[config.mk]
export PLATFORM = sky130hd
export DESIGN_NAME = fetch_ctrl
export DESIGN_NICKNAME = d
export VERILOG_FILES = /design/src/rtl/fetch_pkg.sv /design/src/rtl/fetch_npc_mux.sv /design/src/rtl/fetch_ctrl.sv
export SDC_FILE = /design/constraint.sdc
export NUM_CORES = 1
export LEC_CHECK = 0
export BUFFER_PORTS_ARGS = -buffer_cell sky130_fd_sc_hd__buf_2
export CAP_MARGIN = 0
export CORE_AREA = 2 2 177 179
export CTS_BUF_LIST = sky130_fd_sc_hd__clkbuf_16
export CTS_CLUSTER_SIZE = 24
export DETAILED_ROUTE_END_ITERATION = 7
export DIE_AREA = 0 0 179 181
export PLACE_DENSITY = 0.63
export RECOVER_POWER = 50
export SLEW_MARGIN = 20
export SYNTH_ARGS = -nofsm -noshare
export SYNTH_HDL_FRONTEND = slang
export SYNTH_SLANG_ARGS = --single-unit
[constraint.sdc]
create_clock -name clk -period 3.3 [get_ports clk]
set_clock_uncertainty 0.1 [all_clocks]
set_input_delay 0.495 -clock clk [delete_from_list [all_inputs] [get_ports clk]]
set_output_delay 0.495 -clock clk [all_outputs]
set_load 0.01 [all_outputs]
[src/rtl/fetch_pkg.sv]
// Shared fetch types and widths.
//   XLEN          : address width
//   ILEN          : instruction width
//   fetch_state_t : fetch controller states
package fetch_pkg;
   localparam int unsigned XLEN = 64;
   localparam int unsigned ILEN = 32;

   typedef enum logic [2:0] {
      IDLE,
      REQ,
      WAIT,
      HOLD,
      DROP
   } fetch_state_t;
endpackage

[src/rtl/fetch_npc_mux.sv]
// Next-PC selection: trap over redirect over sequential +4, word aligned.
//   trap_valid/trap_pc         : exception redirect (highest priority)
//   redirect_valid/redirect_pc : branch/jump redirect
//   current_pc                 : PC register output
//   next_pc                    : selected, aligned next PC
module fetch_npc_mux
   import fetch_pkg::*;
(
   input  logic            trap_valid,
   input  logic [XLEN-1:0] trap_pc,
   input  logic            redirect_valid,
   input  logic [XLEN-1:0] redirect_pc,
   input  logic [XLEN-1:0] current_pc,
   output logic [XLEN-1:0] next_pc
);

   logic [XLEN-1:0] sel_pc;

   // Priority select, then clear the low two bits.
   always_comb begin
      if (trap_valid) begin
         sel_pc = trap_pc;
      end else if (redirect_valid) begin
         sel_pc = redirect_pc;
      end else begin
         sel_pc = current_pc + XLEN'(4);
      end
      next_pc = {sel_pc[XLEN-1:2], 2'b00};
   end

endmodule

[src/rtl/fetch_ctrl.sv]
// Instruction-fetch controller: sequences the PC register and the imem port,
// one outstanding request at a time, buffering under stall and dropping
// responses made stale by a redirect.
//   clk, rst                    : clock, synchronous active-high reset
//   stall                       : hazard stall (holds PC and delivered inst)
//   trap_valid/trap_pc          : trap redirect
//   redirect_valid/redirect_pc  : branch/jump redirect
//   current_pc / next_pc        : PC register output / input
//   waiting                     : PC register hold request
//   imem_req/addr/ready         : request channel
//   imem_rvalid/rdata           : response channel
//   inst_valid/inst/inst_pc     : instruction to IF/ID
module fetch_ctrl
   import fetch_pkg::*;
(
   input  logic            clk,
   input  logic            rst,
   input  logic            stall,
   input  logic            trap_valid,
   input  logic [XLEN-1:0] trap_pc,
   input  logic            redirect_valid,
   input  logic [XLEN-1:0] redirect_pc,
   input  logic [XLEN-1:0] current_pc,
   output logic [XLEN-1:0] next_pc,
   output logic            waiting,
   output logic            imem_req,
   output logic [XLEN-1:0] imem_addr,
   input  logic            imem_ready,
   input  logic            imem_rvalid,
   input  logic [ILEN-1:0] imem_rdata,
   output logic            inst_valid,
   output logic [ILEN-1:0] inst,
   output logic [XLEN-1:0] inst_pc
);

   fetch_state_t    state;
   fetch_state_t    state_nxt;
   logic [ILEN-1:0] hold_inst;
   logic [XLEN-1:0] hold_pc;
   logic            hold_load;
   logic            redir;

   assign redir = trap_valid | redirect_valid;

   fetch_npc_mux u_npc_mux (
      .trap_valid     (trap_valid),
      .trap_pc        (trap_pc),
      .redirect_valid (redirect_valid),
      .redirect_pc    (redirect_pc),
      .current_pc     (current_pc),
      .next_pc        (next_pc)
   );

   // State register and hold buffer.
   always_ff @(posedge clk) begin
      if (rst) begin
         state     <= IDLE;
         hold_inst <= '0;
         hold_pc   <= '0;
      end else begin
         state <= state_nxt;
         if (hold_load) begin
            hold_inst <= imem_rdata;
            hold_pc   <= current_pc;
         end
      end
   end

   // Next state and decoded outputs; inst/inst_pc show the hold buffer
   // except when a live response is passed straight through.
   always_comb begin
      state_nxt  = state;
      imem_req   = 1'b0;
      imem_addr  = current_pc;
      waiting    = 1'b1;
      inst_valid = 1'b0;
      inst       = hold_inst;
      inst_pc    = hold_pc;
      hold_load  = 1'b0;

      unique case (state)
         IDLE: state_nxt = REQ;
         REQ: begin
            imem_req = 1'b1;
            // A redirect in the accept cycle makes the accepted address stale.
            if (imem_ready) begin
               state_nxt = redir ? DROP : WAIT;
            end
         end
         WAIT: begin
            if (imem_rvalid) begin
               if (redir) begin
                  state_nxt = REQ;
               end else begin
                  inst_valid = 1'b1;
                  inst       = imem_rdata;
                  inst_pc    = current_pc;
                  if (stall) begin
                     hold_load = 1'b1;
                     state_nxt = HOLD;
                  end else begin
                     waiting   = 1'b0;
                     state_nxt = REQ;
                  end
               end
            end else if (redir) begin
               state_nxt = DROP;
            end
         end
         HOLD: begin
            waiting = 1'b0;
            if (redir) begin
               state_nxt = REQ;
            end else begin
               inst_valid = 1'b1;
               if (!stall) begin
                  state_nxt = REQ;
               end
            end
         end
         DROP: begin
            if (imem_rvalid) begin
               state_nxt = REQ;
            end
         end
         default: state_nxt = IDLE;
      endcase

      // A redirect always lets the PC register load the new target.
      if (redir) begin
         waiting = 1'b0;
      end
   end

endmodule

==> impl_metrics.toml, run 1 <==
[yosys]
synth_most_common_cell = "nand2_1"
synth_top_area_share = 0.244
synth_top_area_cell = "dfxtp_1"
yosysWarnings = 0
ys_ff_latch = 99
synth_commonest_cells = "nand2_1 (262), a21oi_1 (120), dfxtp_1 (99)"
synth_edf_count = 0
synth_area_sq_um = 8120
synth_flop_cell = "dfxtp_1"
yosys-top-cells-area = "dfxtp_1 (24%), mux2_2 (13%), nand2_1 (12%), a21oi_1 (7.4%), buf_4 (6.1%)"
async_reset_ff_frac = 0
ys_seq_area_frac = 0.244
syn_inst = 1101
synthDistinctLibCells = 55
syn_avg_cell_area_sq_um = 7.37

[global_route]
grt_pass1_wl_um = 50100
grt-ovfl-total = 0
grt_max_degree = 90
track_usage = 0.202
antenna_found_initial = 2
grt_pass1_vias = 8592

[place]
hpwl_um = 26200
gp_congestion = 0.847
pre_cts_ws_ns = 0.122
portBuffers = 451

[sta]
slew_headroom = -0.315
tightest_slew_ns = 1.97
fin_ws_ns = 0.171
holdWs_ns = 0.270
rsz0062_at_grt = "no"
fmax_mhz = 320
finalCritPeriodShare = 0.948
fin_tns_setup_ns = 0
hold_viol = 0
period_needed_ns = 3.13
setup_violations = 0
maxSlewViolCount = 90

[worst_setup_path]
start_kind = "input port"
cp_cell_sequence = "buf_2, ha_1, nand3_1, buf_4, nor4_4, buf_4, nand4_2, or4_1, nand3_1, buf_2"
crit_buf_inv = 4
crit_family = "simple AND/OR/NAND/NOR gates"
path_class = "input port to output pin"
crit_cells = 10
critPathCaptureType = "output pin"
cp_slowest_cell = "or4_1"
slowest_delay_ns = 0.45
critPathMaxFanout = 9
required_ns = 2.70
reg2reg_depth = 7
worstPathArrival_ns = 2.53

[cells_and_area]
area_growth_pct = 30.5
layout-drive-gt1-share = 0.394
post-route-util = 0.349
final.fill_count = 3301
nets = 1685
num_antenna_cells = 0

[route]
ant_nets = 0
drc = 0
drt_iter0_markers = 690
num_vias = 9462
drt-wirelength-per-cell_um = 18.5
wirelength_um = 34300
first_pass_iters = 6
vias_per_cell = 5.10

[die]
num_rows = 64
die_w_um = 179
die_area_sq_um = 32400
die_h_um = 181
num_io_pins = 458
coreArea_sq_um = 30300
floorplan.initialDensity = 0.267

[power_and_ir_drop]
leakage_nw = 4.72
peakVddDrop_mv = 0.213
power_density_nw_per_um2 = 288

[flow_run]
maxCapViolCount = 1

[status]
violations = "capacitance limit, slew limit"
status = "finished, violations left"

[clock_tree]
root_buffer = "clkbuf_16"
cts_buffers = 9
clock_path_buffers = 2
clkSinkCount = 99
htree_levels = 3
cts_tree = "built"
worstSkewPairLatency_ns = 0.37
post-cts-setup-buffer-count = 0
clkTransAtPathRegs_ns = 0.08

[worst_hold_path]
hp-class = "input port to flip-flop"
worst_hold_path.num_cells = 3
[state kept, by name (all words and copies together), names as in the netlist]
| signal | count |
|---|---|
| state | 3 |
| hold_inst | 32 |
| hold_pc | 64 |
[metal layers]
metal  GRT usage  vias up  wire, um
met1       0.253     4373     14200
met4      0.0670        4       702
met3      0.0400       44      2960
met5           0        -        27
li1            -     4553         -
met2       0.345      488     16400
[cells by family after synthesis]
kind of cell | share of synthesized area
mux | 0.168
compound gates | 0.144
fa+ha+maj | 0.00154
buf+inv | 0.114
xor+xnor | 0.0302
other cells | 0.000462
flops | 0.244
simple gates | 0.298
[worst reg2reg max path, stage by stage (launching register included)]
cell and delay, ns:
dfxtp_1 0.53, nor4b_1 0.37, nand3b_1 0.14, buf_4 0.32
nor2_2 0.81, clkbuf_1 0.35, nand2_1 0.09, a21oi_1 0.13
[placed cells by master (no fill, tap or decap), drive strengths merged, types with 3 or more instances in the layout]
master	count
and3	9
nor3	32
mux2	96
or3	8
and4	6
a222oi	6
inv	15
buf	435
nor2	17
xor2	8
nor2b	4
nor3b	11
clkbuf	73
nor4	23
a221o	6
o22ai	12
nand3b	3
nand2	262
nand3	28
mux2i	28
or4	9
a21oi	120
nand4	38
o21ai	27
dfxtp	99
and2	14
a22oi	18
a31oi	3
nand4b	6
xnor2	20
[what timing repair did]
item / CTS / global route
endpoints found under the setup margin: 0 / 1
hold buffers: 0 / 0
hold endpoints to repair: 0 / 0
resized for setup: 0 / 1
[layout make-up]
class / count / area [sq um] / share of cell area
multi-input cells: 833 / 5230 / 0.494
repair buffers: 499 / 2550 / 0.241
flip-flops and latches: 99 / 1980 / 0.187
well taps: 396 / 495 / 0.0468
clock buffers: 9 / 225 / 0.0213
clock inverters: 7 / 68.8 / 0.00650
inverters: 11 / 41.3 / 0.00390
[report_power, final]
group	switching, mW	internal, mW	total (mW)
logic	0.452	0.288	0.740
registers	0.00537	1.20	1.20
clock network	0.567	0.536	1.10
total	1.02	2.02	3.04
[per-stage QoR]
step | total power [mW] | cell area, sq um | instances
global placement | 1.98 | 10400 | 1838
finish | 3.04 | 10600 | 1854
CTS | 3.11 | 10700 | 1854
global route | 3.21 | 10600 | 1854
detailed placement | 1.98 | 10400 | 1838
floorplan | 1.61 | 8120 | 1102
[path summary, 6_finish.rpt]
check	start	to	slack (ns)
worst max-delay path	current_pc[2]	next_pc[48]	0.17
worst min-delay path	imem_rdata[5]	hold_inst[5]	0.27
worst max register to register	state[1]	hold_inst[28]	0.36
worst min register to register	hold_pc[5]	hold_pc[5]	0.35
Note: power is estimated with default switching activity, not from simulation.
==> inputs of run 2 (changes only) <==
- CORE_AREA: 2 2 177 179 -> 2 2 176 178
- DIE_AREA: 0 0 179 181 -> 0 0 178 180
- clock period: 3.3 -> 3.8 ns (I/O delays scaled with it)
==> impl_metrics.toml, run 2 (synthesized netlist as in run 1, its figures left out) <==
[sta]
fmax_mhz = 279
tightest_slew_ns = 2.29
maxSlewViolCount = 100
setup_violations = 0
rsz0062_at_grt = "no"
finalCritPeriodShare = 0.944
slew_headroom = -0.528
fin_tns_setup_ns = 0
hold_viol = 0
period_needed_ns = 3.59
fin_ws_ns = 0.214

[worst_setup_path]
slowest_delay_ns = 0.54
r2r_end = "hold_pc[26]"
worstReg2RegStart = "state[1]"
crit_buf_inv = 3
critPathMaxFanout = 9
cp_slowest_cell = "nor4_1"
reg2reg_depth = 7
path_class = "input port to output pin"
cp_cell_sequence = "clkbuf_1, nand3_1, nor4_1, buf_4, a21boi_0, o311ai_0, nand2_1, buf_2"
required_ns = 3.13
crit_family = "simple AND/OR/NAND/NOR gates"
start_kind = "input port"
critPathCaptureType = "output pin"
worstPathArrival_ns = 2.92
rrSetupSlack_ns = 0.60

[place]
placed_area_sq_um = 10200
gp_congestion = 0.842
pre_cts_ws_ns = 0.280
portBuffers = 451
hpwl_um = 25300

[clock_tree]
clock_path_buffers = 2
root_buffer = "clkbuf_16"
cts_buffers = 9
post-cts-setup-buffer-count = 0
clkTransAtPathRegs_ns = 0.07
clkSinkCount = 99
cts_tree = "built"
worstSkewPairLatency_ns = 0.35
htree_levels = 3
cts_hold_buf = 0
ctsResizeCount = 0

[route]
drt-wirelength-per-cell_um = 18.7
num_vias = 9301
drt_iter0_markers = 541
wl_met1_um = 14300
first_pass_iters = 5
route.met3.wl_um = 2460
ant_nets = 0
vias_per_cell = 5.09
met2_length_um = 16600
drc = 0
wirelength_um = 34200
highest_layer = "met5"

[flow_run]
maxCapViolCount = 1

[power_and_ir_drop]
power_density_nw_per_um2 = 247
combinationalPowerShare = 0.245
leakage_nw = 4.56
internal_power_mw = 1.72
seqPwrFrac = 0.409
netSwitchingPower_mw = 0.834
swShare = 0.326
pwr-share-clk = 0.347
peakVddDrop_mv = 0.179

[worst_hold_path]
min-delay-start = "hold_pc[8]"
hp-class = "flip-flop to flip-flop"
hold_end = "hold_pc[8]"
worst_hold_path.num_cells = 2

[cells_and_area]
nets = 1657
most-common-layout-cells = "buf_2 (381), nand2_1 (262), a21oi_1 (120)"
area_growth_pct = 27.5
layout-drive-gt1-share = 0.374
largest_reg_flops = 64
final_cell_area_sq_um = 10300
top_register = "hold_pc"
post-route-util = 0.343
final_common_cell = "buf_2"
reg_top3 = "hold_pc: 64 flops, hold_inst: 32 flops, state: 3 flops"

[die]
die_h_um = 180
die_area_sq_um = 32000
coreArea_sq_um = 30200
floorplan.initialDensity = 0.269
die_w_um = 178
num_io_pins = 458
num_rows = 64

[global_route]
grt_max_degree = 104
antenna_found_initial = 4
grt-ovfl-total = 0
grt_pass1_vias = 8536
grt_pass1_wl_um = 50200
track_usage = 0.204

[status]
violations = "capacitance limit, slew limit"
status = "finished, violations left"
[run 2: how the worst max path moves through the flow]
| stage | to | start | slack [ns] | depth (start not counted) |
|---|---|---|---|---|
| floorplan | next_pc[53] | current_pc[21] | 0.98 | 6 |
| global placement | next_pc[28] | current_pc[2] | 0.30 | 9 |
| detailed placement | next_pc[28] | current_pc[2] | 0.28 | 9 |
| CTS | next_pc[28] | current_pc[2] | 0.26 | 9 |
| global route | next_pc[28] | current_pc[4] | 0.05 | 8 |
| finish | next_pc[28] | current_pc[4] | 0.21 | 8 |
[run 2: stage by stage]
stage / hold slack [ns] / total power [mW] / std cells
finish: 0.352 / 2.55 / 1828
global route: 0.347 / 2.69 / 1827
floorplan: 0.333 / 1.40 / 1102
detailed placement: 0.343 / 1.71 / 1810
CTS: 0.337 / 2.61 / 1825
global placement: 0.339 / 1.70 / 1810
[run 2: power by group through the flow]
stage                     registers [mW]  clock network [mW]  logic, mW
final                               1.04               0.886      0.625
after floorplan                     1.06                   0      0.335
after global placement              1.07                   0      0.631
after CTS                           1.04               0.922      0.639
after detailed placement            1.07                   0      0.637
after global routing                1.05               0.967      0.678
[run 2: layout make-up]
| cell class | count | area, sq um |
|---|---|---|
| fillers | 3270 | 19800 |
| clock buffers | 9 | 225 |
| clock inverters | 6 | 41.3 |
| inverters | 11 | 41.3 |
| repair buffers | 471 | 2320 |
| flip-flops and latches | 99 | 1980 |
| multi-input cells | 833 | 5230 |
| well taps | 396 | 495 |
| diodes | 3 | 7.51 |
[run 2: metal layers]
layer  track usage  up-vias
met5             0        -
met4        0.0672        2
met3        0.0415       36
met2         0.346      425
met1         0.255     4351
li1              -     4487
[run 2: worst register-to-register path, delay by kind of cell, from the launching register on]
family                 cells  cell delay [ns]
buffers and inverters      2             1.42
AO/OA/AOI/OAI              1             0.17
AND/OR/NAND/NOR            4             0.87
flip-flops                 1             0.52
==> inputs of run 3 (changes only) <==
- PLACE_DENSITY: 0.63 -> unset
==> impl_metrics.toml, run 3 (synthesized netlist as in run 1, its figures left out) <==
[cells_and_area]
nets = 1660
layout-drive-gt1-share = 0.378
area_growth_pct = 28.3
post-route-util = 0.345
most-common-layout-cells = "buf_2 (386), nand2_1 (262), a21oi_1 (120)"
reg_top3 = "hold_pc: 64 flops, hold_inst: 32 flops, state: 3 flops"
top_register = "hold_pc"
final.fill_count = 3311
final_cell_area_sq_um = 10400
largest_reg_flops = 64
final_common_cell = "buf_2"

[die]
num_io_pins = 458
die_h_um = 180
floorplan.initialDensity = 0.269
num_rows = 64
die_area_sq_um = 32000
die_w_um = 178
coreArea_sq_um = 30200

[global_route]
track_usage = 0.208
grt_max_degree = 104
grt-ovfl-total = 0
grt_pass1_wl_um = 50900
grt_pass1_vias = 8534
antenna_found_initial = 5

[place]
hpwl_um = 25600
portBuffers = 451
placed_area_sq_um = 10200
gp_congestion = 0.852
pre_cts_ws_ns = 0.401

[sta]
hold_viol = 0
fin_tns_setup_ns = 0
fmax_mhz = 285
tightest_slew_ns = 2.29
maxSlewViolCount = 100
fin_ws_ns = 0.286
period_needed_ns = 3.51
slew_headroom = -0.524
rsz0062_at_grt = "no"
setup_violations = 0
finalCritPeriodShare = 0.925

[power_and_ir_drop]
power_density_nw_per_um2 = 252
netSwitchingPower_mw = 0.881
peakVddDrop_mv = 0.177
leakage_nw = 4.62
swShare = 0.336
pwr-share-clk = 0.362
seqPwrFrac = 0.398
combinationalPowerShare = 0.240
internal_power_mw = 1.74

[clock_tree]
worstSkewPairLatency_ns = 0.36
cts_hold_buf = 0
clkSinkCount = 99
post-cts-setup-buffer-count = 0
htree_levels = 3
cts_buffers = 9
clock_path_buffers = 2
cts_tree = "built"
ctsResizeCount = 0
clkTransAtPathRegs_ns = 0.08
root_buffer = "clkbuf_16"

[route]
drt_iter0_markers = 621
drc = 0
wirelength_um = 34700
drt-wirelength-per-cell_um = 19.0
ant_nets = 0
num_vias = 9388
first_pass_iters = 5
vias_per_cell = 5.13

[worst_setup_path]
start_kind = "input port"
path_class = "input port to output pin"
r2r_end = "hold_pc[47]"
critPathMaxFanout = 8
worstReg2RegStart = "state[1]"
required_ns = 3.13
rrSetupSlack_ns = 0.50
critPathCaptureType = "output pin"
worstPathArrival_ns = 2.84
reg2reg_depth = 7

[worst_hold_path]
hp-class = "input port to flip-flop"
hold_end = "hold_inst[30]"
worst_hold_path.num_cells = 3
min-delay-start = "imem_rdata[30]"

[status]
violations = "capacitance limit, slew limit"
status = "finished, violations left"

[flow_run]
maxCapViolCount = 1
run 3: cell types whose count changed in the layout (fill, tap and decap cells not counted), sizes merged:
cell,change
buf,+7
clkbuf,-4
clkinv,+1
clkinvlp,-2
diode,-1
inv,+2
run 3: final cells by class:
type | instances | area, sq um | area share
antenna | 2 | 5.00 | 0.000481
clock buffer | 9 | 225 | 0.0216
clock inverter | 7 | 58.8 | 0.00565
inverter | 11 | 41.3 | 0.00397
multi-input combinational | 833 | 5230 | 0.502
sequential | 99 | 1980 | 0.190
tap | 396 | 495 | 0.0476
timing repair buffer | 474 | 2380 | 0.228
run 3: routing by layer:
layer,up-vias,GRT usage,part of all wire
met3,34,0.0463,0.073
met1,4412,0.260,0.42
met2,420,0.354,0.49
met5,-,0,0.00078
li1,4518,-,-
met4,4,0.0603,0.017
run 3: worst max-delay path by stage:
| stage | start | endpoint | slack, ns | cells past startpoint |
|---|---|---|---|---|
| finish | current_pc[15] | next_pc[51] | 0.29 | 7 |
| global route | current_pc[6] | next_pc[53] | 0.15 | 8 |
| detailed placement | current_pc[2] | next_pc[46] | 0.40 | 9 |
| global placement | current_pc[2] | next_pc[46] | 0.43 | 9 |
| CTS | current_pc[2] | next_pc[46] | 0.40 | 9 |
| floorplan | current_pc[21] | next_pc[53] | 0.98 | 6 |
run 3: per-stage QoR:
step / hold slack (ns) / power, mW / std cells
final: 0.349 / 2.62 / 1831
after global routing: 0.337 / 2.75 / 1829
after CTS: 0.326 / 2.67 / 1829
after detailed placement: 0.343 / 1.71 / 1813
after global placement: 0.338 / 1.70 / 1813
after floorplan: 0.333 / 1.40 / 1102
run 3: power groups by stage:
stage | combinational, mW | clock (mW) | sequential, mW
after global placement | 0.636 | 0 | 1.07
after CTS | 0.642 | 0.980 | 1.04
after detailed placement | 0.640 | 0 | 1.07
after floorplan | 0.335 | 0 | 1.06
after global routing | 0.683 | 1.03 | 1.04
final | 0.628 | 0.948 | 1.04
run 3: worst max-delay path, stage by stage:
cell,delay [ns]
clkbuf_1,0.31
nand4_4,0.25
or4_1,0.82
nor4_2,0.40
xnor2_1,0.19
o21ai_1,0.09
buf_2,0.19
